--- src/rtl/usr_pkg.sv ---
// usr_pkg: op codes and FSM state encodings shared by the universal shift register.
package usr_pkg;
    localparam logic [2:0] OP_HOLD  = 3'd0;
    localparam logic [2:0] OP_SHR   = 3'd1;
    localparam logic [2:0] OP_SHL   = 3'd2;
    localparam logic [2:0] OP_LOAD  = 3'd3;
    localparam logic [2:0] OP_ROR   = 3'd4;
    localparam logic [2:0] OP_ROL   = 3'd5;
    localparam logic [2:0] OP_ASR   = 3'd6;
    localparam logic [2:0] OP_CLEAR = 3'd7;
    typedef enum logic {ST_IDLE, ST_SHIFT} state_t;
endpackage

--- src/rtl/universal_sr_step.sv ---
// universal_sr_step: combinational single-step next value and outgoing bit for one op.
module universal_sr_step
    import usr_pkg::*;
#(
    parameter int WIDTH = 8
) (
    input  logic [2:0]       op,
    input  logic [WIDTH-1:0] cur,
    input  logic [WIDTH-1:0] p_in,
    input  logic             r_in,
    input  logic             l_in,
    output logic [WIDTH-1:0] nxt,
    output logic             out_bit
);
    always_comb begin
        nxt     = cur;
        out_bit = 1'b0;
        case (op)
            OP_SHR:   begin nxt = {r_in, cur[WIDTH-1:1]};          out_bit = cur[0];       end
            OP_SHL:   begin nxt = {cur[WIDTH-2:0], l_in};          out_bit = cur[WIDTH-1]; end
            OP_ROR:   begin nxt = {cur[0], cur[WIDTH-1:1]};        out_bit = cur[0];       end
            OP_ROL:   begin nxt = {cur[WIDTH-2:0], cur[WIDTH-1]};  out_bit = cur[WIDTH-1]; end
            OP_ASR:   begin nxt = {cur[WIDTH-1], cur[WIDTH-1:1]};  out_bit = cur[0];       end
            OP_LOAD:  nxt = p_in;
            OP_CLEAR: nxt = '0;
            default:  ;
        endcase
    end
endmodule

--- src/rtl/universal_sr_seq.sv ---
// universal_sr_seq: multi-cycle universal shift register; shifts/rotates advance one bit
// per clock for a clamped step count, with busy/done handshake.
module universal_sr_seq
    import usr_pkg::*;
#(
    parameter int WIDTH = 8,
    parameter int CNT_W = 4
) (
    input  logic             clk,
    input  logic             rst_n,
    input  logic             start,
    input  logic [2:0]       op,
    input  logic [CNT_W-1:0] amount,
    input  logic [WIDTH-1:0] p_in,
    input  logic             r_in,
    input  logic             l_in,
    output logic [WIDTH-1:0] p_out,
    output logic             so,
    output logic             busy,
    output logic             done
);
    localparam logic [CNT_W-1:0] W_C = CNT_W'(WIDTH);

    state_t           state, state_n;
    logic [CNT_W-1:0] cnt, cnt_n, eff;
    logic [2:0]       op_q, op_n, step_op;
    logic [WIDTH-1:0] p_n, nxt;
    logic             so_n, busy_n, done_n, out_bit, multi;

    assign eff     = (amount > W_C) ? W_C : amount;
    assign multi   = !(op inside {OP_HOLD, OP_LOAD, OP_CLEAR});
    // Live op drives the step block in IDLE for single-cycle ops; latched op while shifting.
    assign step_op = (state == ST_SHIFT) ? op_q : op;

    universal_sr_step #(.WIDTH(WIDTH)) u_step (
        .op(step_op),
        .cur(p_out),
        .p_in(p_in),
        .r_in(r_in),
        .l_in(l_in),
        .nxt(nxt),
        .out_bit(out_bit)
    );

    always_ff @(posedge clk or negedge rst_n) begin
        if (!rst_n) begin
            state <= ST_IDLE;
            cnt   <= '0;
            op_q  <= OP_HOLD;
            p_out <= '0;
            so    <= 1'b0;
            busy  <= 1'b0;
            done  <= 1'b0;
        end else begin
            state <= state_n;
            cnt   <= cnt_n;
            op_q  <= op_n;
            p_out <= p_n;
            so    <= so_n;
            busy  <= busy_n;
            done  <= done_n;
        end
    end

    always_comb begin
        state_n = state;
        cnt_n   = cnt;
        op_n    = op_q;
        p_n     = p_out;
        so_n    = so;
        busy_n  = busy;
        done_n  = 1'b0;
        if (state == ST_IDLE) begin
            if (start && !multi) begin
                p_n    = nxt;
                done_n = 1'b1;
            end else if (start && eff == '0) begin
                done_n = 1'b1;
            end else if (start) begin
                op_n    = op;
                cnt_n   = eff;
                busy_n  = 1'b1;
                state_n = ST_SHIFT;
            end
        end else begin
            p_n   = nxt;
            so_n  = out_bit;
            cnt_n = cnt - CNT_W'(1);
            if (cnt == CNT_W'(1)) begin
                state_n = ST_IDLE;
                busy_n  = 1'b0;
                done_n  = 1'b1;
            end
        end
    end
endmodule
--- config.mk ---
export PLATFORM = sky130hd
export DESIGN_NAME = universal_sr_seq
export DESIGN_NICKNAME = d
export VERILOG_FILES = /design/src/rtl/usr_pkg.sv /design/src/rtl/universal_sr_step.sv /design/src/rtl/universal_sr_seq.sv
export SDC_FILE = /design/constraint.sdc
export NUM_CORES = 1
export LEC_CHECK = 0
export CORE_MARGIN = 8
export CORE_UTILIZATION = 48
export CTS_CLUSTER_SIZE = 20
export DETAILED_ROUTE_END_ITERATION = 16
export GPL_TIMING_DRIVEN = 0
export PLACE_DENSITY = 0.82
export SYNTH_ARGS = -nofsm -noshare
export SYNTH_HDL_FRONTEND = slang
export SYNTH_SLANG_ARGS = --single-unit
--- constraint.sdc ---
create_clock -name clk -period 1.91 [get_ports clk]
set_input_delay 0.4775 -clock clk [delete_from_list [all_inputs] [get_ports clk]]
set_output_delay 0.4775 -clock clk [all_outputs]
set_load 0.05 [all_outputs]
======== Word level (Yosys, flattened, before mapping) ========
Cells that the tools add are included.
W data, S select, Z words.
word-level totals
  word-level logic and storage cells ...... 61
  output and inout port bits .............. 11
  flip-flop bits (word level) ............. 19
  bits of input ports ..................... 20
operators by class
  $add $sub $neg .......................... 1
  reduce and logical (&&, ||, !) cells .... 12
  muxes and demuxes ....................... 24
  equal/unequal tests ..................... 13
  bitwise logic cells ..................... 3
  magnitude comparators ................... 1
operator list
  cell                   number
  $pmux W8 S7            1
  $mux W4                5
  $mux W8                2
  $eq A3 B3 Y1 const B   5
  $mux W1                14
  $eq A3 B2 Y1 const B   3
  $reduce_and A4 Y1      2
  $eq A4 B1 Y1 const B   1
  $gt A4 B4 Y1 const B   1
  $logic_not A4 Y1       1
  $ne A2 B2 Y1 const B   2
  $reduce_bool A2 Y1     2
  $sub A4 B1 Y4 const B  1
  $eq A3 B1 Y1 const B   1
  $logic_not A3 Y1       1
  $mux W3                1
  $not A1 Y1             3
  $reduce_and A3 Y1      1
  $reduce_bool A3 Y1     1
  $reduce_or A3 Y1       1
  $logic_and A1 B1 Y1    2
  $ne A2 B1 Y1 const B   1
  $pmux W1 S2            1
  $reduce_or A2 Y1       1

======== Depth between registers and ports, before layout ========
Gate-level depths: netlist (run 1).
  word-level depth ........................ 7
  gate-level depth with buffers ........... 7
  gate-level depth less buffers ........... 5

======== Cells and area by module ========
From an unflattened synthesis (run 1), not the netlist that was laid out.
second synthesis, totals
  cell total of the unflattened synthesis .. 132
  area total of the unflattened synthesis .. 1438.9 µm²
by module, submodules not included
  module             times used  area an instance (µm²)  cells an instance  sequential area each (µm²)
  universal_sr_seq   1           967.2                   75                 475.5
  universal_sr_step  1           471.7                   57                 0.0

======== Worst setup path before layout (run 1) ========
Ideal clock, no wire load.
  path kind ............................... input-to-reg
  start ................................... input port op[1]
  end ..................................... register op_q[2]
  arrival time ............................ 1.573 ns
  setup slack ............................. 0.212 ns
  stages .................................. 5
  required time ........................... 1.785 ns
  library setup time ...................... 0.125 ns
  path buffers ............................ 2
  path through ............................ buf_6 > a2111o_1 > buf_6 > nor2_4 > mux2_2
between the ends
  longest elaborated chain between the ends .. 5
  elaborated cells on any way between the ends .. 7
  those cells by class .................... 2 x eq/ne; 1 x bitwise; 4 x reduce/logical
ends and longest elaborated chain
  what                                    line                    text
  from (decl)                             universal_sr_seq.sv:12  input logic [2:0] op,
  $eq A3 B2 Y1 (tied with other cells)    universal_sr_seq.sv:31  assign multi = !(op inside {OP_HOLD, OP_LOAD, OP_CLEAR});
  $reduce_bool A3 Y1 (*)                  universal_sr_seq.sv:31
  $logic_and A1 B1 Y1 (*)                 universal_sr_seq.sv:74  if (start && !multi) begin
  $not A1 Y1 (no source line) (*)         -
  $reduce_and A4 Y1 (no source line) (*)  -
  to (signal assigned)                    universal_sr_seq.sv:57  op_q <= op_n;
  to (decl)                               universal_sr_seq.sv:26  logic [2:0] op_q, op_n, step_op;
Every way passes the cells marked *; elsewhere a longest branch is shown, timed or not.
A chain may end at the register's enable or synchronous reset.

======== Worst setup path after layout (run 1) ========
  start ................................... input port amount[0]
  end ..................................... register op_q[0]
between the ends
  longest elaborated chain between the ends .. 6
ends and longest elaborated chain
  what                                    line                    text
  from (decl)                             universal_sr_seq.sv:13  input logic [CNT_W-1:0] amount,
  $gt A4 B4 Y1                            universal_sr_seq.sv:30  assign eff = (amount > W_C) ? W_C : amount;
  $mux W4 (*)                             universal_sr_seq.sv:30
  $logic_not A4 Y1 (*)                    universal_sr_seq.sv:77  end else if (start && eff == '0) begin
  $logic_and A1 B1 Y1 (*)                 universal_sr_seq.sv:77
  $not A1 Y1 (no source line) (*)         -
  $reduce_and A4 Y1 (no source line) (*)  -
Marks and branches as above.

==> impl_metrics.json, run 1 <==
{
  "dieArea_sq_um": 4440,
  "die_w_um": 66.6,
  "cts.sinks": 19,
  "syn_nets": 145,
  "seq_area_frac_synth": 0.386,
  "synth_ff_type": "dfrtp_1",
  "placementRows": 18,
  "powerDensity_nw_per_um2": 1910,
  "relSlewSlack": 0.389,
  "async_flop_share": 1.00,
  "yosysTopAreaCell": "dfrtp_1",
  "crit_path_max_fanout": 8,
  "grt_pass1_vias": 1120,
  "via_count": 1154,
  "top_usage_layer": "met2",
  "drv_cap": 0,
  "hold_ws_ns": 0.473,
  "antenna_left": 0,
  "root_buffer": "clkbuf_4",
  "synth_edf_count": 0,
  "grt_use_met3": 0.0419,
  "slowest_stage": "clkdlybuf4s50_1",
  "clockPowerShare": 0.068,
  "drc": 0,
  "synth_common_cells": "dfrtp_1 (19), a21oi_1 (12), nand2_1 (11), nor2_1 (10), a222oi_1 (6)",
  "initial_core_util": 0.502,
  "drive_gt1_frac": 0.185,
  "final-seq-area_sq_um": 475,
  "routed_wl_mm": 3.13,
  "p_leak_nw": 0.699,
  "overflow": 0,
  "cp_cell_sequence": "clkdlybuf4s50_1 -> nor4_1 -> a2111o_1 -> buf_6 -> nor2_4 -> mux2_2",
  "fin_crit_ns": 1.81,
  "tightest_slew_ns": 0.914,
  "netlist_area_sq_um": 1230,
  "synth_seq_cells": 19,
  "finalCoreUtilization": 0.645,
  "drv_slew": 0,
  "nNetsFinal": 180,
  "outcome": "finished clean",
  "total_power_w": 0.00302,
  "finalSetupViolCount": 0,
  "rsz0062_at_grt": "no",
  "finalClockSkew_ns": 0.00638,
  "finalCritPeriodShare": 0.945,
  "synth_cells": 123,
  "synthDistinctLibCells": 41,
  "multi_input_area_sq_um": 678,
  "syn_to_final_growth_pct": 28.7,
  "vdd_drop_max_v": 0.00130,
  "start_kind": "input pin",
  "clock.fmax_ghz": 0.554,
  "grt_max_degree": 20,
  "synthTopCellsByArea": "dfrtp_1 (39%), a21oi_1 (4.9%), a222oi_1 (4.9%), buf_6 (4.6%), mux2_2 (4.6%)",
  "worst_setup_path_end_kind": "flip-flop",
  "netSwitchingFraction": 0.506,
  "clk_pin_slew_worst_paths_ns": 0.11,
  "yosysTopAreaCellShare": 0.386,
  "required_ns": 2.10,
  "vias_per_cell": 6.17,
  "die_h_um": 66.6,
  "grt_antenna_before_repair": 0,
  "track_usage": 0.144,
  "dr.pass1.iters": 7,
  "cts_hold_buffers": 0,
  "cts_max_path_buffers": 2,
  "worst-setup-path-type": "in -> reg",
  "avgRoutedWirePerCell_um": 16.8,
  "cts_tree": "done",
  "hold_viol": 0,
  "clk_latency_ns": 0.30,
  "coreArea_sq_um": 2450,
  "drtIter0Drc": 162,
  "gp_congestion": 0.808,
  "dp_hpwl_mm": 2.36,
  "seq_power_share": 0.276,
  "yosysWarningCount": 0,
  "p_sw_w": 0.00153,
  "fill_cells": 221,
  "cp.arrival_ns": 1.99,
  "synth.most_common_cell": "dfrtp_1",
  "cts_buffers": 3,
  "p_int_w": 0.00149,
  "use_met1": 0.175,
  "grt_use_met2": 0.235,
  "port_buffers": 28,
  "htreeDepth": 1,
  "hold_class": "in -> reg",
  "avgSynthCellArea_sq_um": 10.0,
  "grt_pass1_wl_mm": 5.19,
  "slowest_delay_ns": 0.47,
  "ios": 31,
  "diodes": 0,
  "comb_power_share": 0.656
}
==> critical path, delay by kind of cell <==
family | cells | cell delay (ns)
compound gates | 1 | 0.36
buf+inv | 2 | 0.62
mux | 1 | 0.35
simple gates | 2 | 0.19
==> power groups by stage <==
stage	Clock [W]	Sequential (W)	Combinational (W)
2_1_floorplan	0	0.00116	0.00113
3_3_place_gp	0	0.000835	0.00195
3_5_place_dp	0	0.000843	0.00199
4_1_cts	0.000214	0.000830	0.00192
5_1_grt	0.000234	0.000868	0.00214
6_report	0.000204	0.000836	0.00198
==> sequential cells by signal, indices dropped and copies added, names as in the netlist <==
register / count
so: 1
p_out: 8
cnt: 4
busy: 1
done: 1
state: 1
op_q: 3
==> final cells by class <==
class / count / share of cell area
multi-input cells: 93 / 0.428
flip-flops and latches: 19 / 0.300
repair buffers: 30 / 0.178
plain buffers: 7 / 0.0434
well taps: 30 / 0.0237
clock buffers: 3 / 0.0142
inverters: 4 / 0.00948
clock inverters: 1 / 0.00316
==> per-stage QoR <==
step	instance area [sq um]	instances	TNS, ns	setup WS [ns]
2_1_floorplan	1230	123	0	0.212
3_3_place_gp	1550	181	-4.34	-0.331
3_5_place_dp	1550	181	-4.76	-0.361
5_1_grt	1580	187	0	0.00398
4_1_cts	1560	185	0	0.000115
6_report	1580	187	0	0.104
==> repair_timing <==
item                       4_1_cts  5_1_grt
setup buffers                    0        2
gates resized for setup         13        2
setup endpoints to repair       14       11
==> cells by family after synthesis <==
| kind of cell | after synthesis | share of synthesized area |
|---|---|---|
| AO/OA/AOI/OAI | 43 | 0.250 |
| AND/OR/NAND/NOR | 32 | 0.127 |
| flip-flops | 19 | 0.386 |
| multiplexers | 14 | 0.134 |
| buffers and inverters | 11 | 0.0681 |
| XOR/XNOR | 2 | 0.0142 |
| adder cells (fa/ha/maj) | 2 | 0.0203 |
==> cells in the final DEF (no fill, tap or decap), drive strengths merged, types with 2 or more instances in the layout <==
cell / Yosys / routed
mux2: 8 / 8
a211oi: 4 / 4
a21oi: 13 / 13
mux2i: 6 / 6
nor3b: 3 / 3
o21ai: 7 / 7
buf: 7 / 9
nor3: 2 / 2
dlygate4sd2: 0 / 13
clkbuf: 0 / 3
inv: 4 / 4
dfrtp: 19 / 19
clkdlybuf4s50: 0 / 14
o22ai: 3 / 3
nand2: 12 / 12
a222oi: 6 / 6
nor2: 12 / 12
ha: 2 / 2
==> layer usage <==
metal  share of wire  wire length [um]
met3           0.061               191
met1            0.46              1440
met2            0.46              1450
met4           0.018                57
met5               0                 0
==> worst paths after layout <==
check,startpoint,endpoint,slack [ns],cells past startpoint
max,amount[0],op_q[0],0.10,6
min,op[1],op_q[1],0.47,2
max reg2reg,state,p_out[7],0.19,6
min reg2reg,so,so,0.52,2
max in group asynchronous,rst_n,cnt[2],0.67,1
min in group asynchronous,rst_n,p_out[1],0.68,1
Note: power is estimated with default switching activity, not from simulation.
==> run 2, diff against run 1 <==
--- a/config.mk
+++ b/config.mk
@@ -9,6 +9,7 @@
 export CORE_UTILIZATION = 48
 export CTS_CLUSTER_SIZE = 20
 export DETAILED_ROUTE_END_ITERATION = 16
+export GPL_ROUTABILITY_DRIVEN = 0
 export GPL_TIMING_DRIVEN = 0
 export PLACE_DENSITY = 0.82
 export SYNTH_ARGS = -nofsm -noshare
==> results of run 2 <==
The final DEF is identical to that of run 1; final timing and power are the same.
